File: config.mk
export PLATFORM = sky130hd
export DESIGN_NAME = router_sync_flat
export DESIGN_NICKNAME = d
export VERILOG_FILES = /design/src/rtl/router_pkg.sv /design/src/rtl/router_sync_if.sv /design/src/rtl/router_sync_wdog.sv /design/src/rtl/router_sync.sv /design/src/flat_wrapper.sv
export SDC_FILE = /design/constraint.sdc
export NUM_CORES = 1
export LEC_CHECK = 0
export CAP_MARGIN = 20
export CORE_MARGIN = 2
export CORE_UTILIZATION = 45
export CTS_BUF_LIST = sky130_fd_sc_hd__clkbuf_4 sky130_fd_sc_hd__clkbuf_8
export DETAILED_ROUTE_END_ITERATION = 8
export PLACE_DENSITY_LB_ADDON = 0.12
export RECOVER_POWER = 100
export SLEW_MARGIN = 25
export SYNTH_ARGS = -nofsm -noshare
export SYNTH_HDL_FRONTEND = slang
export SYNTH_SLANG_ARGS = --single-unit
File: constraint.sdc
create_clock -name clk -period 2 [get_ports clk]
set_input_delay 0.5 -clock clk [delete_from_list [all_inputs] [get_ports clk]]
set_output_delay 0.5 -clock clk [all_outputs]
set_load 0.02 [all_outputs]
File: src/rtl/router_pkg.sv
// rtl/router_pkg.sv - shared constants and helpers for the 1x3 router sync stage
package router_pkg;

    localparam int NUM_PORTS       = 3;
    localparam int ADDR_W          = 2;
    localparam int TIMEOUT_DEFAULT = 30;
    localparam int CNT_W_DEFAULT   = 5;

    localparam logic [ADDR_W-1:0] ADDR_INVALID = 2'd3;

    // One-hot port select; the invalid address selects nothing.
    function automatic logic [NUM_PORTS-1:0] port_onehot(input logic [ADDR_W-1:0] addr);
        if (addr == ADDR_INVALID)
            return '0;
        return NUM_PORTS'(1) << addr;
    endfunction

endpackage

File: src/rtl/router_sync_if.sv
// rtl/router_sync_if.sv - FSM/FIFO side signal bundle of the router sync stage
interface router_sync_if;

    logic       detect_add;
    logic [1:0] data_in;
    logic       write_enb_reg;
    logic       full_0, full_1, full_2;
    logic       empty_0, empty_1, empty_2;
    logic       read_enb_0, read_enb_1, read_enb_2;
    logic [2:0] write_enb;
    logic       fifo_full;
    logic       vld_out_0, vld_out_1, vld_out_2;
    logic       soft_reset_0, soft_reset_1, soft_reset_2;

    modport slave (
        input  detect_add, data_in, write_enb_reg,
        input  full_0, full_1, full_2,
        input  empty_0, empty_1, empty_2,
        input  read_enb_0, read_enb_1, read_enb_2,
        output write_enb, fifo_full,
        output vld_out_0, vld_out_1, vld_out_2,
        output soft_reset_0, soft_reset_1, soft_reset_2
    );

    modport master (
        output detect_add, data_in, write_enb_reg,
        output full_0, full_1, full_2,
        output empty_0, empty_1, empty_2,
        output read_enb_0, read_enb_1, read_enb_2,
        input  write_enb, fifo_full,
        input  vld_out_0, vld_out_1, vld_out_2,
        input  soft_reset_0, soft_reset_1, soft_reset_2
    );

endinterface

File: src/rtl/router_sync_wdog.sv
// rtl/router_sync_wdog.sv - per-port stall watchdog issuing a one-cycle FIFO flush
module router_sync_wdog #(
    parameter int TIMEOUT = 30,
    parameter int CNT_W   = 5
) (
    input  logic clk,
    input  logic reset,
    input  logic vld,
    input  logic read_enb,
    output logic soft_reset
);

    logic [CNT_W-1:0] cnt;

    // The pulse cycle itself clears the counter, so a still-stalled port re-arms from zero.
    always_ff @(posedge clk) begin
        if (reset || !vld || read_enb) begin
            cnt        <= '0;
            soft_reset <= 1'b0;
        end else if (cnt == CNT_W'(TIMEOUT - 1)) begin
            cnt        <= '0;
            soft_reset <= 1'b1;
        end else begin
            cnt        <= cnt + 1'b1;
            soft_reset <= 1'b0;
        end
    end

endmodule

File: src/rtl/router_sync.sv
// rtl/router_sync.sv - header address latch, write steering and per-port watchdogs
module router_sync
    import router_pkg::*;
#(
    parameter int TIMEOUT = TIMEOUT_DEFAULT,
    parameter int CNT_W   = CNT_W_DEFAULT
) (
    input  logic          clk,
    input  logic          reset,
    router_sync_if.slave  bus
);

    logic [ADDR_W-1:0] addr_q;

    always_ff @(posedge clk) begin
        if (reset)
            addr_q <= '0;
        else if (bus.detect_add)
            addr_q <= bus.data_in;
    end

    // Steering uses the registered address, so a header-cycle write still goes to the old port.
    assign bus.write_enb = bus.write_enb_reg ? port_onehot(addr_q) : '0;

    always_comb begin
        bus.fifo_full = 1'b0;
        case (addr_q)
            2'd0:    bus.fifo_full = bus.full_0;
            2'd1:    bus.fifo_full = bus.full_1;
            2'd2:    bus.fifo_full = bus.full_2;
            default: bus.fifo_full = 1'b0;
        endcase
    end

    assign bus.vld_out_0 = ~bus.empty_0;
    assign bus.vld_out_1 = ~bus.empty_1;
    assign bus.vld_out_2 = ~bus.empty_2;

    router_sync_wdog #(.TIMEOUT(TIMEOUT), .CNT_W(CNT_W)) u_wdog_0 (
        .clk        (clk),
        .reset      (reset),
        .vld        (bus.vld_out_0),
        .read_enb   (bus.read_enb_0),
        .soft_reset (bus.soft_reset_0)
    );

    router_sync_wdog #(.TIMEOUT(TIMEOUT), .CNT_W(CNT_W)) u_wdog_1 (
        .clk        (clk),
        .reset      (reset),
        .vld        (bus.vld_out_1),
        .read_enb   (bus.read_enb_1),
        .soft_reset (bus.soft_reset_1)
    );

    router_sync_wdog #(.TIMEOUT(TIMEOUT), .CNT_W(CNT_W)) u_wdog_2 (
        .clk        (clk),
        .reset      (reset),
        .vld        (bus.vld_out_2),
        .read_enb   (bus.read_enb_2),
        .soft_reset (bus.soft_reset_2)
    );

endmodule

File: src/flat_wrapper.sv
// flat-port wrapper written by rule: the top's interface ports become plain ports
module router_sync_flat import router_pkg::*;
#(
    parameter int TIMEOUT = TIMEOUT_DEFAULT,
    parameter int CNT_W   = CNT_W_DEFAULT
)
  (clk, reset, bus_detect_add, bus_data_in, bus_write_enb_reg, bus_full_0, bus_full_1, bus_full_2, bus_empty_0, bus_empty_1, bus_empty_2, bus_read_enb_0, bus_read_enb_1, bus_read_enb_2, bus_write_enb, bus_fifo_full, bus_vld_out_0, bus_vld_out_1, bus_vld_out_2, bus_soft_reset_0, bus_soft_reset_1, bus_soft_reset_2);
  router_sync_if bus_i ();
  input  logic clk;
  input  logic reset;
  input wire logic [$bits(bus_i.detect_add)-1:0] bus_detect_add;
  input wire logic [$bits(bus_i.data_in)-1:0] bus_data_in;
  input wire logic [$bits(bus_i.write_enb_reg)-1:0] bus_write_enb_reg;
  input wire logic [$bits(bus_i.full_0)-1:0] bus_full_0;
  input wire logic [$bits(bus_i.full_1)-1:0] bus_full_1;
  input wire logic [$bits(bus_i.full_2)-1:0] bus_full_2;
  input wire logic [$bits(bus_i.empty_0)-1:0] bus_empty_0;
  input wire logic [$bits(bus_i.empty_1)-1:0] bus_empty_1;
  input wire logic [$bits(bus_i.empty_2)-1:0] bus_empty_2;
  input wire logic [$bits(bus_i.read_enb_0)-1:0] bus_read_enb_0;
  input wire logic [$bits(bus_i.read_enb_1)-1:0] bus_read_enb_1;
  input wire logic [$bits(bus_i.read_enb_2)-1:0] bus_read_enb_2;
  output wire logic [$bits(bus_i.write_enb)-1:0] bus_write_enb;
  output wire logic [$bits(bus_i.fifo_full)-1:0] bus_fifo_full;
  output wire logic [$bits(bus_i.vld_out_0)-1:0] bus_vld_out_0;
  output wire logic [$bits(bus_i.vld_out_1)-1:0] bus_vld_out_1;
  output wire logic [$bits(bus_i.vld_out_2)-1:0] bus_vld_out_2;
  output wire logic [$bits(bus_i.soft_reset_0)-1:0] bus_soft_reset_0;
  output wire logic [$bits(bus_i.soft_reset_1)-1:0] bus_soft_reset_1;
  output wire logic [$bits(bus_i.soft_reset_2)-1:0] bus_soft_reset_2;
  assign bus_i.detect_add = bus_detect_add;
  assign bus_i.data_in = bus_data_in;
  assign bus_i.write_enb_reg = bus_write_enb_reg;
  assign bus_i.full_0 = bus_full_0;
  assign bus_i.full_1 = bus_full_1;
  assign bus_i.full_2 = bus_full_2;
  assign bus_i.empty_0 = bus_empty_0;
  assign bus_i.empty_1 = bus_empty_1;
  assign bus_i.empty_2 = bus_empty_2;
  assign bus_i.read_enb_0 = bus_read_enb_0;
  assign bus_i.read_enb_1 = bus_read_enb_1;
  assign bus_i.read_enb_2 = bus_read_enb_2;
  assign bus_write_enb = bus_i.write_enb;
  assign bus_fifo_full = bus_i.fifo_full;
  assign bus_vld_out_0 = bus_i.vld_out_0;
  assign bus_vld_out_1 = bus_i.vld_out_1;
  assign bus_vld_out_2 = bus_i.vld_out_2;
  assign bus_soft_reset_0 = bus_i.soft_reset_0;
  assign bus_soft_reset_1 = bus_i.soft_reset_1;
  assign bus_soft_reset_2 = bus_i.soft_reset_2;
  router_sync #(.TIMEOUT(TIMEOUT), .CNT_W(CNT_W)) u_core (.clk(clk), .reset(reset), .bus(bus_i));
endmodule
### Yosys cells after proc, flatten, opt, wreduce, memory -nomap -nowiden

Cells that the tools add are included.

| operators by class | value |
|---|---|
| add/sub/neg operators | 3 |
| equality and inequality tests | 6 |
| shifts and indexed selects | 1 |
| multiplexer cells | 8 |
| bitwise operators | 3 |
| reductions and logical operators | 10 |

Operator list:

| cell | count |
|---|---|
| 5-bit by 1-bit adder with 5-bit output (second input constant) | 3 |
| 5-bit == test (second input constant) | 3 |
| 3-bit two-way mux | 3 |
| 1-bit logical OR | 6 |
| 2-bit OR reduction | 3 |
| 2-bit == test (second input constant) | 2 |
| 1-bit two-way mux | 4 |
| 1-bit inverter | 3 |
| 1-bit case mux with 3 select lines | 1 |
| 1-bit by 2-bit left shift with 3-bit output (first input constant) | 1 |
| 2-bit by 1-bit == test with 1-bit output (second input constant) | 1 |
| 2-bit zero test | 1 |

| storage, ports and cells | value |
|---|---|
| flip-flop bits (word level) | 20 |
| input port bits | 15 |
| output and inout bits | 10 |
| logic and storage cells | 38 |

### Longest topological paths before layout

Gate-level depths: netlist of the first run.

| logic depth | value |
|---|---|
| depth in word-level cells | 4 |
| gate-level depth with buffers | 5 |
| mapped depth without buffers | 5 |

### Modules after synthesis

A second synthesis of the first run with hierarchy kept.

| unflattened totals | value |
|---|---|
| cells, all modules | 85 |
| area total of the unflattened synthesis | 832.0 sq um |

By module, submodules not included:

| module | instances | cells an instance | area each (sq um) | seq. area each (sq um) |
|---|---|---|---|---|
| router_sync_wdog | 3 | 23 | 235.2 | 120.1 |
| router_sync | 1 | 16 | 126.4 | 40.0 |

### Worst setup path after synthesis of the first run

Ideal clock, no wire load.

| timing | value |
|---|---|
| path type | input-to-output |
| from | input port bus_full_1 |
| to | output port bus_fifo_full |
| arrival time | 1,030 ps |
| data required time | 1,500 ps |
| setup slack | 470 ps |
| cell stages on the path | 2 |
| buffers on the path | 0 |
| cell sequence | mux2i_1 -> o21ai_0 |

| on the way | value |
|---|---|
| cells in the longest elaborated chain, start to end | 1 |

RTL lines:

| item | RTL line | source |
|---|---|---|
| from (decl) | flat_wrapper.sv:15 | `input wire logic [$bits(bus_i.full_1)-1:0] bus_full_1;` |
| 1-bit case mux with 3 select lines | router_sync.sv:27 | `case (addr_q)` |
| to (decl) | flat_wrapper.sv:24 | `output wire logic [$bits(bus_i.fifo_full)-1:0] bus_fifo_full;` |

No other way between the ends.

### Worst setup path after layout of the first run

| timing | value |
|---|---|
| from | input port bus_empty_0 |
| to | output port bus_vld_out_0 |

| on the way | value |
|---|---|
| cells in the longest elaborated chain, start to end | 1 |

RTL lines:

| item | RTL line | source |
|---|---|---|
| from (decl) | flat_wrapper.sv:17 | `input wire logic [$bits(bus_i.empty_0)-1:0] bus_empty_0;` |
| 1-bit inverter | router_sync.sv:35 | `assign bus.vld_out_0 = ~bus.empty_0;` |
| to (decl) | flat_wrapper.sv:25 | `output wire logic [$bits(bus_i.vld_out_0)-1:0] bus_vld_out_0;` |

No other way between the ends.

==> results.ini, run 1 <==
[floorplan]
initial_utilization = 0.477
die_w_microns = 46.8
die_area_sq_mm = 0.00219
rows = 15
ios = 25
core_sq_mm = 0.00173
die_h_microns = 46.8

[job]
maxCapViolCount = 0

[power]
p_seq_frac = 0.504
internal_power_uw = 649
p_clk_frac = 0.404
power_frac_comb = 0.092
pwr_density_cell_mw_per_mm2 = 718
p_switching_uw = 165
switching_share = 0.203
ir_worst_vdd_uv = 544
p_leak_nw = 0.464

[critical_path]
crit_path_start = bus_empty_0
path_delay_family = buffers and inverters
rr_startpoint = u_core.u_wdog_2.cnt[0]$_SDFF_PP0_
crit_fanout = 2
regToRegSetupSlack_ns = 0.96
crit_chain = dlygate4sd3_1 > inv_1 > dlygate4sd2_1
crit_slowest_cell = dlygate4sd3_1
cp.depth = 3
crit_path_end = bus_vld_out_0
critical_path_class = in2out
crit_path_end_kind = output port
crit_arrival_ns = 1.44
cp_num_buf_inv = 3
crit_required_ns = 1.50
worst_r2r_path_depth = 4
slowest_delay_ns = 0.56
startpoint_type = input port
regToRegEndpoint = u_core.u_wdog_2.cnt[2]$_SDFF_PP0_

[run_status]
outcome = finished clean

[detailed_routing]
antenna_left = 0
dr.first_iter.drc_count = 2
routed_wl_microns = 1430
first_pass_iters = 4
vias = 675
drc_errors = 0
wl_per_cell_microns = 10.1
vias_per_cell = 4.79

[logic_synthesis]
syn-num-nets = 106
syn_area_sq_um = 823
synth.avg_cell_area_sq_um = 9.69
synth_warnings = 0
syn_inst = 85
yosysSeqAreaShare = 0.486
synth_top_area_frac = 0.486
synth_area_leaders = dfxtp_1 (49%), ha_1 (9.1%), nor2_1 (8.2%)
yosys.area.top_type = dfxtp_1
ys_types = 17
ys_ff_latch = 20

[hold_path]
hp-class = reg2reg

[place]
gp_congestion = 0.797
dp_hpwl_microns = 1120
port_buffers = 24
place_area_sq_mm = 0.00112
dp_slack_ns = -0.298

[timing]
clock_skew_ns = 0.00345
worst_pin_slew_ns = 0.278
relSlewSlack = 0.813
grt_setup_unrepaired = no
fmax_mhz = 516
finalHoldViolCount = 0
maxSlewViolCount = 0
period_share = 0.970
setup-tns-final_ns = 0
setup_viol = 0
period_needed_ns = 1.94
fin_ws_ns = 0.0605

[clock_network]
clkLatencyLatePin_ns = 0.30
cts.clk_slew.worst_paths_ns = 0.11
cts_tree = built
cts_buffer_depth = 2
cts_hold_buf = 0
htreeDepth = 1
clock-sinks = 20
root_buffer = clkbuf_4
cts_made_buffers = 3

[final_layout]
multi_input_area_sq_um = 385
layout.nets = 138
register_area_sq_um = 400
syn_to_final_growth_pct = 37.7
num-fill-cells = 158
drive_gt1_frac = 0.0948
finish.instance_area_sq_mm = 0.00113
final_core_util = 0.657
n_antenna_cell = 0

[global_route]
grt_util_all_layers = 0.153
antenna_found_initial = 0
grt_pass1_wl_microns = 2300
grt_pass1_vias = 602
grt_max_degree = 13
grt_overflow = 0

## cell type report
class | instances | share of cell area
repair buffers | 27 | 0.213
well taps | 25 | 0.0276
clock buffers | 3 | 0.0199
inverters | 6 | 0.0199
clock inverters | 1 | 0.0265
flip-flops and latches | 20 | 0.353
multi-input cells | 59 | 0.340
## power by group through the flow
| stage | clock network [mW] | logic, mW | registers [mW] |
|---|---|---|---|
| 2_1_floorplan | 0 | 0.0315 | 0.418 |
| 3_3_place_gp | 0 | 0.0855 | 0.419 |
| 3_5_place_dp | 0 | 0.0877 | 0.419 |
| 4_1_cts | 0.334 | 0.0826 | 0.410 |
| 5_1_grt | 0.347 | 0.0815 | 0.412 |
| 6_report | 0.328 | 0.0749 | 0.410 |
## metal layers
layer	GRT usage	wire [microns]	up-vias
met5	0	0	-
met4	0.100	31	0
met3	0.0346	118	4
met2	0.247	637	28
met1	0.181	638	300
li1	-	-	343
## Yosys cell counts, drive strengths merged
cell type,number
nor2b,3
mux2i,3
and3b,1
nand3,6
o21ai,1
nand3b,1
xnor2,3
nor3b,1
inv,6
dfxtp,20
xor2,6
nand2,4
ha,6
nor2,18
nand4,3
nor3,3
## cells by family after synthesis
logic type | after synthesis | share of synthesized area
adders and majority gates | 6 | 0.0912
muxes | 3 | 0.0365
xor gates and xnor gates | 9 | 0.0958
AOI/OAI and AO/OA | 1 | 0.00607
buffers and inverters | 6 | 0.0274
and+or+nand+nor | 40 | 0.257
DFF | 20 | 0.486
## what timing repair did
| action | in CTS | in global routing |
|---|---|---|
| endpoints found under the setup margin | 7 | 4 |
| setup buffers | 0 | 0 |
| gates resized for setup | 10 | 7 |
## worst min path at each step
stage                                      start                                 to  slack (ns)  cells after the start
5_1_grt        u_core.u_wdog_1.cnt[0]$_SDFF_PP0_  u_core.u_wdog_1.cnt[0]$_SDFF_PP0_        0.50                      1
4_1_cts        u_core.u_wdog_0.cnt[0]$_SDFF_PP0_  u_core.u_wdog_0.cnt[0]$_SDFF_PP0_        0.49                      1
3_3_place_gp   u_core.u_wdog_1.cnt[0]$_SDFF_PP0_  u_core.u_wdog_1.cnt[0]$_SDFF_PP0_        0.45                      1
6_report       u_core.u_wdog_1.cnt[0]$_SDFF_PP0_  u_core.u_wdog_1.cnt[0]$_SDFF_PP0_        0.48                      1
3_5_place_dp   u_core.u_wdog_0.cnt[0]$_SDFF_PP0_  u_core.u_wdog_0.cnt[0]$_SDFF_PP0_        0.46                      1
2_1_floorplan  u_core.u_wdog_1.cnt[0]$_SDFF_PP0_  u_core.u_wdog_1.cnt[0]$_SDFF_PP0_        0.43                      1
## flip-flops by register name (all words and copies together) (netlist names)
name and cells:
u_core.addr_q 2, u_core.u_wdog_0.cnt 5, u_core.u_wdog_0.soft_reset 1, u_core.u_wdog_1.cnt 5, u_core.u_wdog_1.soft_reset 1, u_core.u_wdog_2.cnt 5
u_core.u_wdog_2.soft_reset 1
## cell usage in the layout, fill, tap and decap left out, drive strengths merged, types with 3 or more instances in the layout
cell type,count
buf,3
nor2b,3
ha,6
nand3,6
dlygate4sd3,8
mux2i,3
nand4,3
xor2,6
clkdlybuf4s50,9
nor3,3
nand2,4
xnor2,3
inv,6
clkbuf,6
dlygate4sd2,3
nor2,18
dfxtp,20
## stage by stage
step	instances	hold slack, ns	power, mW
finish	141	0.482	0.814
global route	141	0.500	0.840
global placement	137	0.447	0.505
detailed placement	137	0.457	0.507
floorplan	85	0.433	0.449
CTS	141	0.485	0.827
No activity file was read; power rests on OpenSTA's default activity.
==> run 2, diff against run 1 <==
--- a/config.mk
+++ b/config.mk
@@ -5,11 +5,13 @@
 export SDC_FILE = /design/constraint.sdc
 export NUM_CORES = 1
 export LEC_CHECK = 0
+export ABC_CLOCK_PERIOD_IN_PS = 2000
 export CAP_MARGIN = 20
 export CORE_MARGIN = 2
 export CORE_UTILIZATION = 45
 export CTS_BUF_LIST = sky130_fd_sc_hd__clkbuf_4 sky130_fd_sc_hd__clkbuf_8
 export DETAILED_ROUTE_END_ITERATION = 8
+export DONT_BUFFER_PORTS = 1
 export PLACE_DENSITY_LB_ADDON = 0.12
 export RECOVER_POWER = 100
 export SLEW_MARGIN = 25
==> results.ini, run 2 (same netlist as run 1, synthesis figures left out) <==
[detailed_routing]
drc_errors = 0  ; unchanged
wl_met2_microns = 488  ; was 637 microns
wl_per_cell_microns = 10.1  ; about the same
first_pass_iters = 4  ; unchanged
dr.first_iter.drc_count = 3  ; was 2
wl_met3_microns = 120  ; was 118 microns
antenna_left = 0  ; unchanged
routed_wl_microns = 1180  ; was 1430 microns
vias = 564  ; was 675
m1WireLength_microns = 539  ; was 638 microns
top_layer = met4  ; unchanged
vias_per_cell = 4.86  ; was 4.79

[timing]
timing.hold.ws_ns = 0.257  ; was 0.482 ns
period_needed_ns = 1.73  ; was 1.94 ns
maxSlewViolCount = 0  ; unchanged
relSlewSlack = 0.754  ; was 0.813
clock_skew_ns = 0.00247  ; was 0.00345 ns
grt_setup_unrepaired = no  ; unchanged
period_share = 0.863  ; was 0.970
setup-tns-final_ns = 0  ; unchanged
fmax_mhz = 579  ; was 516 MHz
finalHoldViolCount = 0  ; unchanged
worst_pin_slew_ns = 0.368  ; was 0.278 ns
setup_viol = 0  ; unchanged

[clock_network]
cts_resized = 0  ; was 10
clock-sinks = 20  ; unchanged
root_buffer = clkbuf_4  ; unchanged
htreeDepth = 1  ; unchanged
cts_made_buffers = 3  ; unchanged
postCtsSetupRepairBufs = 0  ; unchanged
cts_buffer_depth = 2  ; unchanged
cts_hold_buf = 0  ; unchanged
cts.clk_slew.worst_paths_ns = 0.11  ; about the same
cts_tree = built  ; unchanged
clkLatencyLatePin_ns = 0.30  ; about the same

[floorplan]
die_w_microns = 46.8  ; unchanged
die_h_microns = 46.8  ; unchanged
die_area_sq_mm = 0.00219  ; unchanged
ios = 25  ; unchanged
core_sq_mm = 0.00173  ; unchanged
rows = 15  ; unchanged
initial_utilization = 0.477  ; unchanged

[final_layout]
final_core_util = 0.516  ; was 0.657
layout.nets = 113  ; was 138
syn_to_final_growth_pct = 8.21  ; was 37.7%
largest_registers = u_core.u_wdog_0.cnt: 5 flops, u_core.u_wdog_1.cnt: 5 flops, u_core.u_wdog_2.cnt: 5 flops  ; unchanged
final_cell_mix = dfxtp_1 (20), nor2_1 (18)  ; was dfxtp_1 (20), nor2_1 (18), clkdlybuf4s50_1 (9)
n_antenna_cell = 0  ; unchanged
layout_commonest_cell = dfxtp_1  ; unchanged
num-fill-cells = 178  ; was 158
drive_gt1_frac = 0.0769  ; was 0.0948
finish.instance_area_sq_um = 891  ; was 0.00113 sq mm

[power]
power_frac_comb = 0.054  ; was 0.092
switching_share = 0.219  ; was 0.203
ir_worst_vdd_uv = 559  ; was 544 uV
p_seq_frac = 0.607  ; was 0.504
internal_power_uw = 528  ; was 649 uW
p_switching_uw = 148  ; was 165 uW
p_clk_frac = 0.340  ; was 0.404
pwr_density_cell_mw_per_mm2 = 759  ; was 718 mW/mm^2
p_leak_nw = 0.343  ; was 0.464 nW

[global_route]
grt_pass1_wl_microns = 1980  ; was 2300 microns
grt_overflow = 0  ; unchanged
grt_util_all_layers = 0.137  ; was 0.153
grt_max_degree = 12  ; was 13
grt_pass1_vias = 506  ; was 602
antenna_found_initial = 0  ; unchanged

[place]
port_buffers = 0  ; was 24
dp_hpwl_microns = 923  ; was 1120 microns
gp_congestion = 0.707  ; was 0.797
place_area_sq_um = 870  ; was 0.00112 sq mm

[hold_path]
hp-class = in2reg  ; was reg2reg
hold_path_depth = 1  ; unchanged

[run_status]
outcome = finished clean  ; unchanged

[critical_path]
crit_fanout = 6  ; was 2
startpoint_type = register  ; was input port
worst_r2r_path_depth = 5  ; was 4
crit_path_end_kind = output port  ; unchanged
crit_arrival_ns = 1.23  ; was 1.44 ns
crit_required_ns = 1.50  ; about the same
regToRegSetupSlack_ns = 0.98  ; was 0.96 ns
critical_path_class = reg2out  ; was in2out

[job]
maxCapViolCount = 0  ; unchanged

## run 2: final timing paths
path,from,end
worst max-delay path,u_core.addr_q[0]$_SDFFE_PP0P_,bus_fifo_full
worst min-delay path,reset,u_core.addr_q[0]$_SDFFE_PP0P_
worst max register to register,u_core.u_wdog_0.cnt[1]$_SDFF_PP0_,u_core.u_wdog_0.cnt[1]$_SDFF_PP0_
worst min register to register,u_core.u_wdog_0.cnt[0]$_SDFF_PP0_,u_core.u_wdog_0.cnt[0]$_SDFF_PP0_
## run 2: area by class of cell
| type | count | area, sq um | area share |
|---|---|---|---|
| clock buffers | 4 | 36.3 | 0.0407 |
| multi-input cells | 59 | 393 | 0.441 |
| inverters | 6 | 22.5 | 0.0253 |
| flip-flops and latches | 20 | 400 | 0.449 |
| well taps | 25 | 31.3 | 0.0351 |
| repair buffers | 2 | 7.51 | 0.00843 |
## run 2: stage by stage
stage	instances	setup slack [ns]	total power, mW
final	116	0.273	0.676
after global routing	116	0.169	0.712
after CTS	116	0.299	0.695
after detailed placement	112	0.635	0.460
after global placement	112	0.651	0.459
after floorplan	85	0.470	0.449
## run 2: power by group through the flow
stage	clock, mW	combinational [mW]	sequential, mW
after floorplan	0	0.0315	0.418
after global placement	0	0.0400	0.419
after detailed placement	0	0.0408	0.419
after CTS	0.244	0.0410	0.410
after global routing	0.260	0.0403	0.412
final	0.229	0.0362	0.410
## run 2: worst max-delay path, stage by stage, from the launching register on
cell and delay, ns:
dfxtp_1 0.44, mux2i_1 0.10, o21ai_0 0.15, clkbuf_1 0.25
## run 2: routing by layer
layer  global-route usage  up-vias
met1                0.160      243
met5                    0        -
met3               0.0731        5
met4               0.0833        0
met2                0.197       29
li1                     -      287
